### config.mk
export PLATFORM = sky130hd
export DESIGN_NAME = dmem_arbiter
export DESIGN_NICKNAME = d
export VERILOG_FILES = /design/src/rtl/dmem_arbiter.sv
export SDC_FILE = /design/constraint.sdc
export NUM_CORES = 1
export LEC_CHECK = 0
export ABC_AREA = 1
export CAP_MARGIN = 40
export CORE_MARGIN = 2
export CORE_UTILIZATION = 43
export CTS_CLUSTER_DIAMETER = 60
export CTS_CLUSTER_SIZE = 20
export DETAILED_ROUTE_END_ITERATION = 12
export PLACE_DENSITY = 0.8
export SLEW_MARGIN = 20
export SYNTH_ARGS = -nofsm -noshare
export SYNTH_HDL_FRONTEND = slang
export SYNTH_SLANG_ARGS = --single-unit
### constraint.sdc
create_clock -name clkd -period 2.1 [get_ports clkd]
set_clock_uncertainty 0.05 [all_clocks]
set_input_delay 0.525 -clock clkd [delete_from_list [all_inputs] [get_ports clkd]]
set_output_delay 0.525 -clock clkd [all_outputs]
set_load 0.05 [all_outputs]
### src/rtl/dmem_arbiter.sv
// dmem_arbiter: shares the data memory's single access port between the core
// load/store unit (c_) and a DMA/debug master (d_). Each granted request runs
// IDLE -> ISSUE -> WAIT -> RESP and completes with a one-cycle ack pulse.
// Optional feature macro: DMEM_ARB_RR_EN selects round-robin tie breaking;
// without it the core always wins a tie.
module dmem_arbiter #(
  parameter int AW_WORDS = 9
) (
  input  logic        clkd,
  input  logic        rst_n,
  input  logic        c_req,
  input  logic        c_we,
  input  logic [1:0]  c_size,
  input  logic        c_uns,
  input  logic [31:0] c_addr,
  input  logic [31:0] c_wdata,
  output logic        c_ack,
  output logic [31:0] c_rdata,
  output logic        c_err,
  input  logic        d_req,
  input  logic        d_we,
  input  logic [1:0]  d_size,
  input  logic        d_uns,
  input  logic [31:0] d_addr,
  input  logic [31:0] d_wdata,
  output logic        d_ack,
  output logic [31:0] d_rdata,
  output logic        d_err,
  output logic [31:0] aluout,
  output logic [31:0] rs2_out,
  output logic        dmem_sel,
  output logic [2:0]  L_inst,
  output logic [1:0]  S_inst,
  input  logic [31:0] dmem_out,
  output logic        busy
);

  typedef enum logic [1:0] {S_IDLE, S_ISSUE, S_WAIT, S_RESP} state_t;

  localparam logic [2:0] L_NOP = 3'b111;
  localparam logic [1:0] S_NOP = 2'b11;

  state_t      r_state;
  logic        r_gnt_d;     // 1 = DMA port owns the current transaction
  logic        r_err;
  logic        r_load_ok;   // good load: return dmem_out at end of WAIT
  logic        r_c_ack, r_d_ack, r_c_err, r_d_err;
  logic [31:0] r_c_rdata, r_d_rdata;
  logic [31:0] r_aluout, r_rs2;
  logic        r_sel;
  logic [2:0]  r_linst;
  logic [1:0]  r_sinst;
  logic        r_busy;
`ifdef DMEM_ARB_RR_EN
  logic        r_last_grant; // 1 = DMA was granted last
`endif

  logic        w_any;
  logic        w_pick_d;
  logic        w_we;
  logic [1:0]  w_size;
  logic        w_uns;
  logic [31:0] w_addr;
  logic [31:0] w_wdata;
  logic        w_err;
  logic [2:0]  w_linst;

  assign w_any = c_req | d_req;

`ifdef DMEM_ARB_RR_EN
  // On a tie the port that did not win last time goes first.
  assign w_pick_d = d_req & (~c_req | ~r_last_grant);
`else
  // Core has fixed priority on a tie.
  assign w_pick_d = d_req & ~c_req;
`endif

  assign w_we    = w_pick_d ? d_we    : c_we;
  assign w_size  = w_pick_d ? d_size  : c_size;
  assign w_uns   = w_pick_d ? d_uns   : c_uns;
  assign w_addr  = w_pick_d ? d_addr  : c_addr;
  assign w_wdata = w_pick_d ? d_wdata : c_wdata;

  // Bad address (beyond memory depth) or the reserved size code.
  assign w_err = ((w_addr >> AW_WORDS) != 32'd0) || (w_size == 2'b11);

  // Load encoding: bit 2 marks unsigned, low bits carry the access size.
  always_comb begin
    w_linst = L_NOP;
    case (w_size)
      2'b00:   w_linst = 3'b000;
      2'b01:   w_linst = {w_uns, 2'b01};
      2'b10:   w_linst = {w_uns, 2'b10};
      default: w_linst = L_NOP;
    endcase
  end

  // Transaction sequencer; every output is a register updated here.
  always_ff @(posedge clkd or negedge rst_n) begin
    if (!rst_n) begin
      r_state   <= S_IDLE;
      r_gnt_d   <= 1'b0;
      r_err     <= 1'b0;
      r_load_ok <= 1'b0;
      r_c_ack   <= 1'b0;
      r_d_ack   <= 1'b0;
      r_c_err   <= 1'b0;
      r_d_err   <= 1'b0;
      r_c_rdata <= 32'd0;
      r_d_rdata <= 32'd0;
      r_aluout  <= 32'd0;
      r_rs2     <= 32'd0;
      r_sel     <= 1'b0;
      r_linst   <= L_NOP;
      r_sinst   <= S_NOP;
      r_busy    <= 1'b0;
`ifdef DMEM_ARB_RR_EN
      r_last_grant <= 1'b1;
`endif
    end else begin
      case (r_state)
        S_IDLE: begin
          if (w_any) begin
            r_state   <= S_ISSUE;
            r_busy    <= 1'b1;
            r_gnt_d   <= w_pick_d;
            r_err     <= w_err;
            r_load_ok <= ~w_we & ~w_err;
`ifdef DMEM_ARB_RR_EN
            r_last_grant <= w_pick_d;
`endif
            if (w_err) begin
              // Present a no-op so memory is never touched.
              r_sel    <= 1'b0;
              r_linst  <= L_NOP;
              r_sinst  <= S_NOP;
              r_aluout <= 32'd0;
            end else if (w_we) begin
              r_sel    <= 1'b1;
              r_linst  <= L_NOP;
              r_sinst  <= w_size;
              r_aluout <= w_addr;
              r_rs2    <= w_wdata;
            end else begin
              r_sel    <= 1'b0;
              r_linst  <= w_linst;
              r_sinst  <= S_NOP;
              r_aluout <= w_addr;
            end
          end
        end
        S_ISSUE: begin
          // Memory acts on this edge; drop its controls back to idle.
          r_state <= S_WAIT;
          r_sel   <= 1'b0;
          r_linst <= L_NOP;
          r_sinst <= S_NOP;
        end
        S_WAIT: begin
          r_state <= S_RESP;
          if (r_gnt_d) begin
            r_d_ack   <= 1'b1;
            r_d_err   <= r_err;
            r_d_rdata <= r_load_ok ? dmem_out : 32'd0;
          end else begin
            r_c_ack   <= 1'b1;
            r_c_err   <= r_err;
            r_c_rdata <= r_load_ok ? dmem_out : 32'd0;
          end
        end
        S_RESP: begin
          r_state   <= S_IDLE;
          r_busy    <= 1'b0;
          r_c_ack   <= 1'b0;
          r_d_ack   <= 1'b0;
          r_c_err   <= 1'b0;
          r_d_err   <= 1'b0;
          r_c_rdata <= 32'd0;
          r_d_rdata <= 32'd0;
        end
        default: r_state <= S_IDLE;
      endcase
    end
  end

  assign c_ack    = r_c_ack;
  assign d_ack    = r_d_ack;
  assign c_err    = r_c_err;
  assign d_err    = r_d_err;
  assign c_rdata  = r_c_rdata;
  assign d_rdata  = r_d_rdata;
  assign aluout   = r_aluout;
  assign rs2_out  = r_rs2;
  assign dmem_sel = r_sel;
  assign L_inst   = r_linst;
  assign S_inst   = r_sinst;
  assign busy     = r_busy;

endmodule

After elaboration in Yosys (flattened, before gate mapping)

Index checks and enable logic that the tools add are counted.
W data, S select, Z words.

Word-level logic and storage cells: 80
Flip-flop bits (word level): 144

Bitwise operators: 6
Reduce and logical (&&, ||, !) cells: 13
Equal/unequal tests: 9
Mux-type cells: 36

Operators by type and width:

| kind                 | count |
|---|---|
| $mux W32             | 6 |
| $pmux W32 S2         | 2 |
| $reduce_bool A32 Y1  | 1 |
| $pmux W1 S2          | 6 |
| $mux W1              | 10 |
| $mux W2              | 5 |
| $reduce_and A2 Y1    | 5 |
| $mux W3              | 3 |
| $pmux W3 S3          | 1 |
| $eq A2 B2 Y1 const B | 4 |
| $pmux W2 S4          | 1 |
| $ne A2 B2 Y1 const B | 3 |
| $pmux W3 S2          | 1 |
| $reduce_bool A2 Y1   | 3 |
| $eq A2 B1 Y1 const B | 2 |
| $logic_not A2 Y1     | 2 |
| $pmux W2 S2          | 1 |
| $reduce_and A4 Y1    | 1 |
| $not A1 Y1           | 3 |
| $and A1 B1 Y1        | 2 |
| $logic_or A1 B1 Y1   | 1 |
| $or A1 B1 Y1         | 1 |

Longest topological paths before layout

Word-level depth: 9
Mapped depth: 13

Least setup slack after synthesis

OpenSTA, ideal clock, no wires.

Path type: reg2reg
From: register r_state[0]
To: register r_c_err (netlist: c_err)
Data required time: 1,925 ps
Stages on the path, launching flop included: 7
Setup slack: 167 ps
Arrival: 1,758 ps
Buffers on the path: 2
Cells stage by stage: dfrtp_1 ha_1 clkbuf_1 nand2_1 o21ai_1 clkbuf_1 mux2_2

Cells in the longest elaborated chain, start to end: 3
Elaborated cells between the ends (all ways): 6

RTL lines:

| what                                                                | line | text |
|---|---|---|
| from (decl)                                                         | 43   | `state_t r_state;` |
| from (signal assigned)                                              | 101  | `r_state <= S_IDLE;` |
| from (signal assigned)                                              | 124  | `r_state <= S_ISSUE;` |
| from (signal assigned)                                              | 154  | `r_state <= S_WAIT;` |
| $eq A2 B2 Y1                                                        | 121  | `case (r_state)` |
| $ne A2 B2 Y1 (no line) / $reduce_bool A2 Y1 (equally long branches) | --   |  |
| $reduce_and A2 Y1 (no line)                                         | --   |  |
| to (signal assigned)                                                | 167  | `r_c_err <= r_err;` |
| to (decl)                                                           | 47   | `logic r_c_ack, r_d_ack, r_c_err, r_d_err;` |

Parallel ways exist; a longest one is shown, timed or not.
A chain may end at the register's enable or synchronous reset.

Worst setup path after layout

From: input port c_req
To: register r_rs2[10] (netlist: rs2_out[10])

Cells in the longest elaborated chain, start to end: 7
Elaborated cells between the ends (all ways): 12

RTL lines:

| what                                                       | line   | text |
|---|---|---|
| from (decl)                                                | 11     | `input logic c_req,` |
| $not A1 Y1                                                 | 75     | `assign w_pick_d = d_req & ~c_req;` |
| $and A1 B1 Y1                                              | 75     |  |
| $mux W32 / $mux W2 (equally long branches)                 | 81, 79 |  |
| $reduce_bool A32 Y1 / $eq A2 B2 Y1 (equally long branches) | 85     | `assign w_err = ((w_addr >> AW_WORDS) != 32'd0) \|\| (w_size == 2'b11);` |
| $logic_or A1 B1 Y1                                         | 85     |  |
| $not A1 Y1 (no line)                                       | --     |  |
| $reduce_and A4 Y1 (no line)                                | --     |  |
| to (signal assigned)                                       | 143    | `r_rs2 <= w_wdata;` |
| to (decl)                                                  | 49     | `logic [31:0] r_aluout, r_rs2;` |

Parallel ways exist; a longest one is shown, timed or not.

==> flow_summary.yaml <==
run_status:
  outcome: "complete, but fails checks"
  violations: "hold timing"
route:
  detail_route.wl_per_cell_um: 15.0
  drc_errors: 0
  dr_total_vias: 6631
  viasPerCell: 4.78
  drtAntennaViolNets: 0
  dr.pass1.iters: 6
  initialDrtViolationCount: 250
  drt-total-wl_um: 20800
logic_synthesis:
  synth_nets: 1015
  synth_cells: 838
  synth_top_area_share: 0.492
  synth.ff_latch_count: 144
  synth_area_leaders: "dfrtp_1 49%, nand2_1 18%, mux2_2 11%"
  synth_area_leader_cell: "dfrtp_1"
  synth.distinct_cells: 31
  syn_area_um2: 7080
  syn_avg_cell_area_um2: 8.44
  seq_area_frac_synth: 0.510
  yosysWarnings: 0
timing:
  final.setup.worst_slack_ns: 0.141
  max_clock_freq_mhz: 510
  setup_viol: 0
  maxSlewViolCount: 0
  min_period_ns: 1.96
  relSlewSlack: 0.654
  worstMarginPinSlew_ns: 0.522
  fin_crit_sh: 0.933
  hold_violations: 3
  rsz0062_at_grt: "false"
  hold_slack_ns: -0.00544
  tns_ns: 0
floorplan:
  rows: 46
  dieArea_um2: 17500
  dieHeight_um: 132
  die_x_um: 132
  core_um2: 16000
  io_pins: 311
  initial_utilization: 0.442
grt:
  grt_usage: 0.243
  top_usage_layer: "met2"
  grt_use_met2: 0.428
  antenna_found_initial: 0
  grt_max_degree: 48
  grt_pass1_wl_um: 33700
  grt_use_met3: 0.0692
  grt.overflow.total: 0
  grt_pass1_vias: 6697
  gr-usage-met1: 0.285
power:
  p_leak_nw: 6.04
  ir_drop_mv: 0.666
  p_per_area_nw_per_um2: 758
  design_power_total_mw: 8.32
setup_path:
  max_stage_delay_ns: 0.28
  required_ns: 2.40
  crit_path_end_kind: "flip-flop"
  crit_chain: "dlygate4sd2_1 > inv_4 > nand2_4 > buf_12 > nand2_1 > nand2_1 > nor2_2 > inv_1 > nor2_1 > nand2_2 > nor2_8 > buf_4 > buf_12 > nand4_1 > nand2_1"
  crit_top_cell: "nand2_1"
  crit_path_max_fanout: 19
  crit_slowest_cell: "dlygate4sd2_1"
  start_kind: "primary input"
  cp.arrival_ns: 2.26
  critPathKind: "in -> reg"
clocking:
  cts_tree: "built"
  htreeDepth: 4
  cts.sinks: 144
  cts_made_buffers: 17
  clk_pin_slew_worst_paths_ns: 0.06
  cts_root_buffer: "clkbuf_16"
  clockBufferDepth: 2
  insertion_delay_ns: 0.41
place:
  portBuffers: 310
  gp_congestion: 0.824
  detailedPlace.worstSlack_ns: -0.591
  dpl.hpwl_um: 15700
layout:
  area_growth_syn_to_layout_pct: 55.2
  fin_nets: 1337
  layout-drive-gt1-share: 0.201
  final_util: 0.686
  antennaDiodeCount: 0
min_path:
  hold_class: "in -> async"
job:
  drv_cap: 0
-- flip-flops by register name (all words and copies together) (netlist names) --
register   cells
c_rdata       32
aluout        32
d_rdata       32
r_load_ok      1
r_gnt_d        1
c_ack          1
r_err          1
L_inst         3
S_inst         2
c_err          1
d_err          1
r_state        2
dmem_sel       1
rs2_out       32
d_ack          1
busy           1
-- timing repair --
item	CTS	global route
hold buffers	0	0
gates resized for setup	70	5
setup endpoints to repair	112	24
gates cloned	1	0
pin swaps	0	4
setup buffers	0	2
-- cell families (layout without fill, tap and decap cells) --
family | count (synthesis) | count (layout) | share of synthesized area
and+or+nand+nor | 488 | 488 | 0.288
DFF | 144 | 144 | 0.510
buffers and inverters | 117 | 451 | 0.0752
muxes | 66 | 66 | 0.105
AOI/OAI and AO/OA | 18 | 18 | 0.0131
adders and majority gates | 5 | 5 | 0.00884
-- final timing paths --
kind	depth (start not counted)	endpoint	slack [ns]	from
worst max-delay path	15	rs2_out[10]	0.14	c_req
worst min-delay path	1	aluout[3]	-0.005	rst_n
worst max register to register	7	rs2_out[10]	0.24	r_state[0]
worst min register to register	2	rs2_out[6]	0.41	rs2_out[6]
max in group asynchronous	2	rs2_out[22]	1.42	rst_n
min in group clkd	2	rs2_out[6]	0.41	rs2_out[6]
-- metal layers --
metal,up-vias,share of wire
met2,260,0.50
li1,3258,-
met4,0,0.020
met1,3086,0.40
met5,-,0
met3,27,0.079
-- stage by stage --
| step | std cells | hold WS, ns | cell area [um2] |
|---|---|---|---|
| finish | 1388 | -0.00544 | 11000 |
| global route | 1388 | 0.0189 | 11000 |
| CTS | 1386 | 0.00874 | 11000 |
| detailed placement | 1354 | 0.409 | 10400 |
| global placement | 1354 | 0.406 | 10400 |
| floorplan | 838 | 0.179 | 7080 |
-- Yosys cell counts --
cell / n
nand2_1: 334
dfrtp_1: 139
nor2_1: 88
inv_1: 67
mux2_2: 66
nand4_1: 33
clkbuf_1: 23
nand3_1: 16
buf_6: 10
o21ai_0: 10
buf_1: 7
dfstp_2: 5
ha_1: 5
nand3b_1: 5
o21ai_1: 4
buf_2: 3
buf_4: 3
a21oi_1: 2
inv_2: 2
nand2_2: 2
nor2_2: 2
o22ai_1: 2
or2_2: 2
clkinv_1: 1
inv_4: 1
nand2_4: 1
nand3_2: 1
nand4_4: 1
nor2_4: 1
nor2_8: 1
nor3_4: 1
-- critical path, delay by kind of cell --
kind	cells	cell delay, ns
buffers and inverters	6	0.85
AND/OR/NAND/NOR	9	0.87
-- cell type report --
type                       instances  area, um2
clock inverter                    10        128
clock buffer                      21        460
timing repair buffer             349       3290
inverter                          71        269
multi-input combinational        577       2960
sequential                       144       3610
tap                              216        270
fill                            1311       5020
-- where the power goes --
group / internal [mW] / switching [mW] / total [mW]
clock network: 1.82 / 1.15 / 2.98
logic: 1.02 / 1.41 / 2.43
registers: 2.86 / 0.0537 / 2.92
total: 5.70 / 2.62 / 8.32
-- placed cells by master, fill, tap and decap left out, drive strengths merged --
cell	count
clkdlybuf4s50	168
inv	73
o22ai	2
nand4	34
clkinv	4
dfstp	5
bufinv	2
nand3b	5
a21oi	2
o21ai	14
dlygate4sd2	66
nand3	17
clkinvlp	2
nand2	337
clkbuf	22
ha	5
or2	2
dfrtp	139
mux2	66
nor2	92
buf	113
bufbuf	1
nor3	1
No activity file was read; power rests on OpenSTA's default activity.
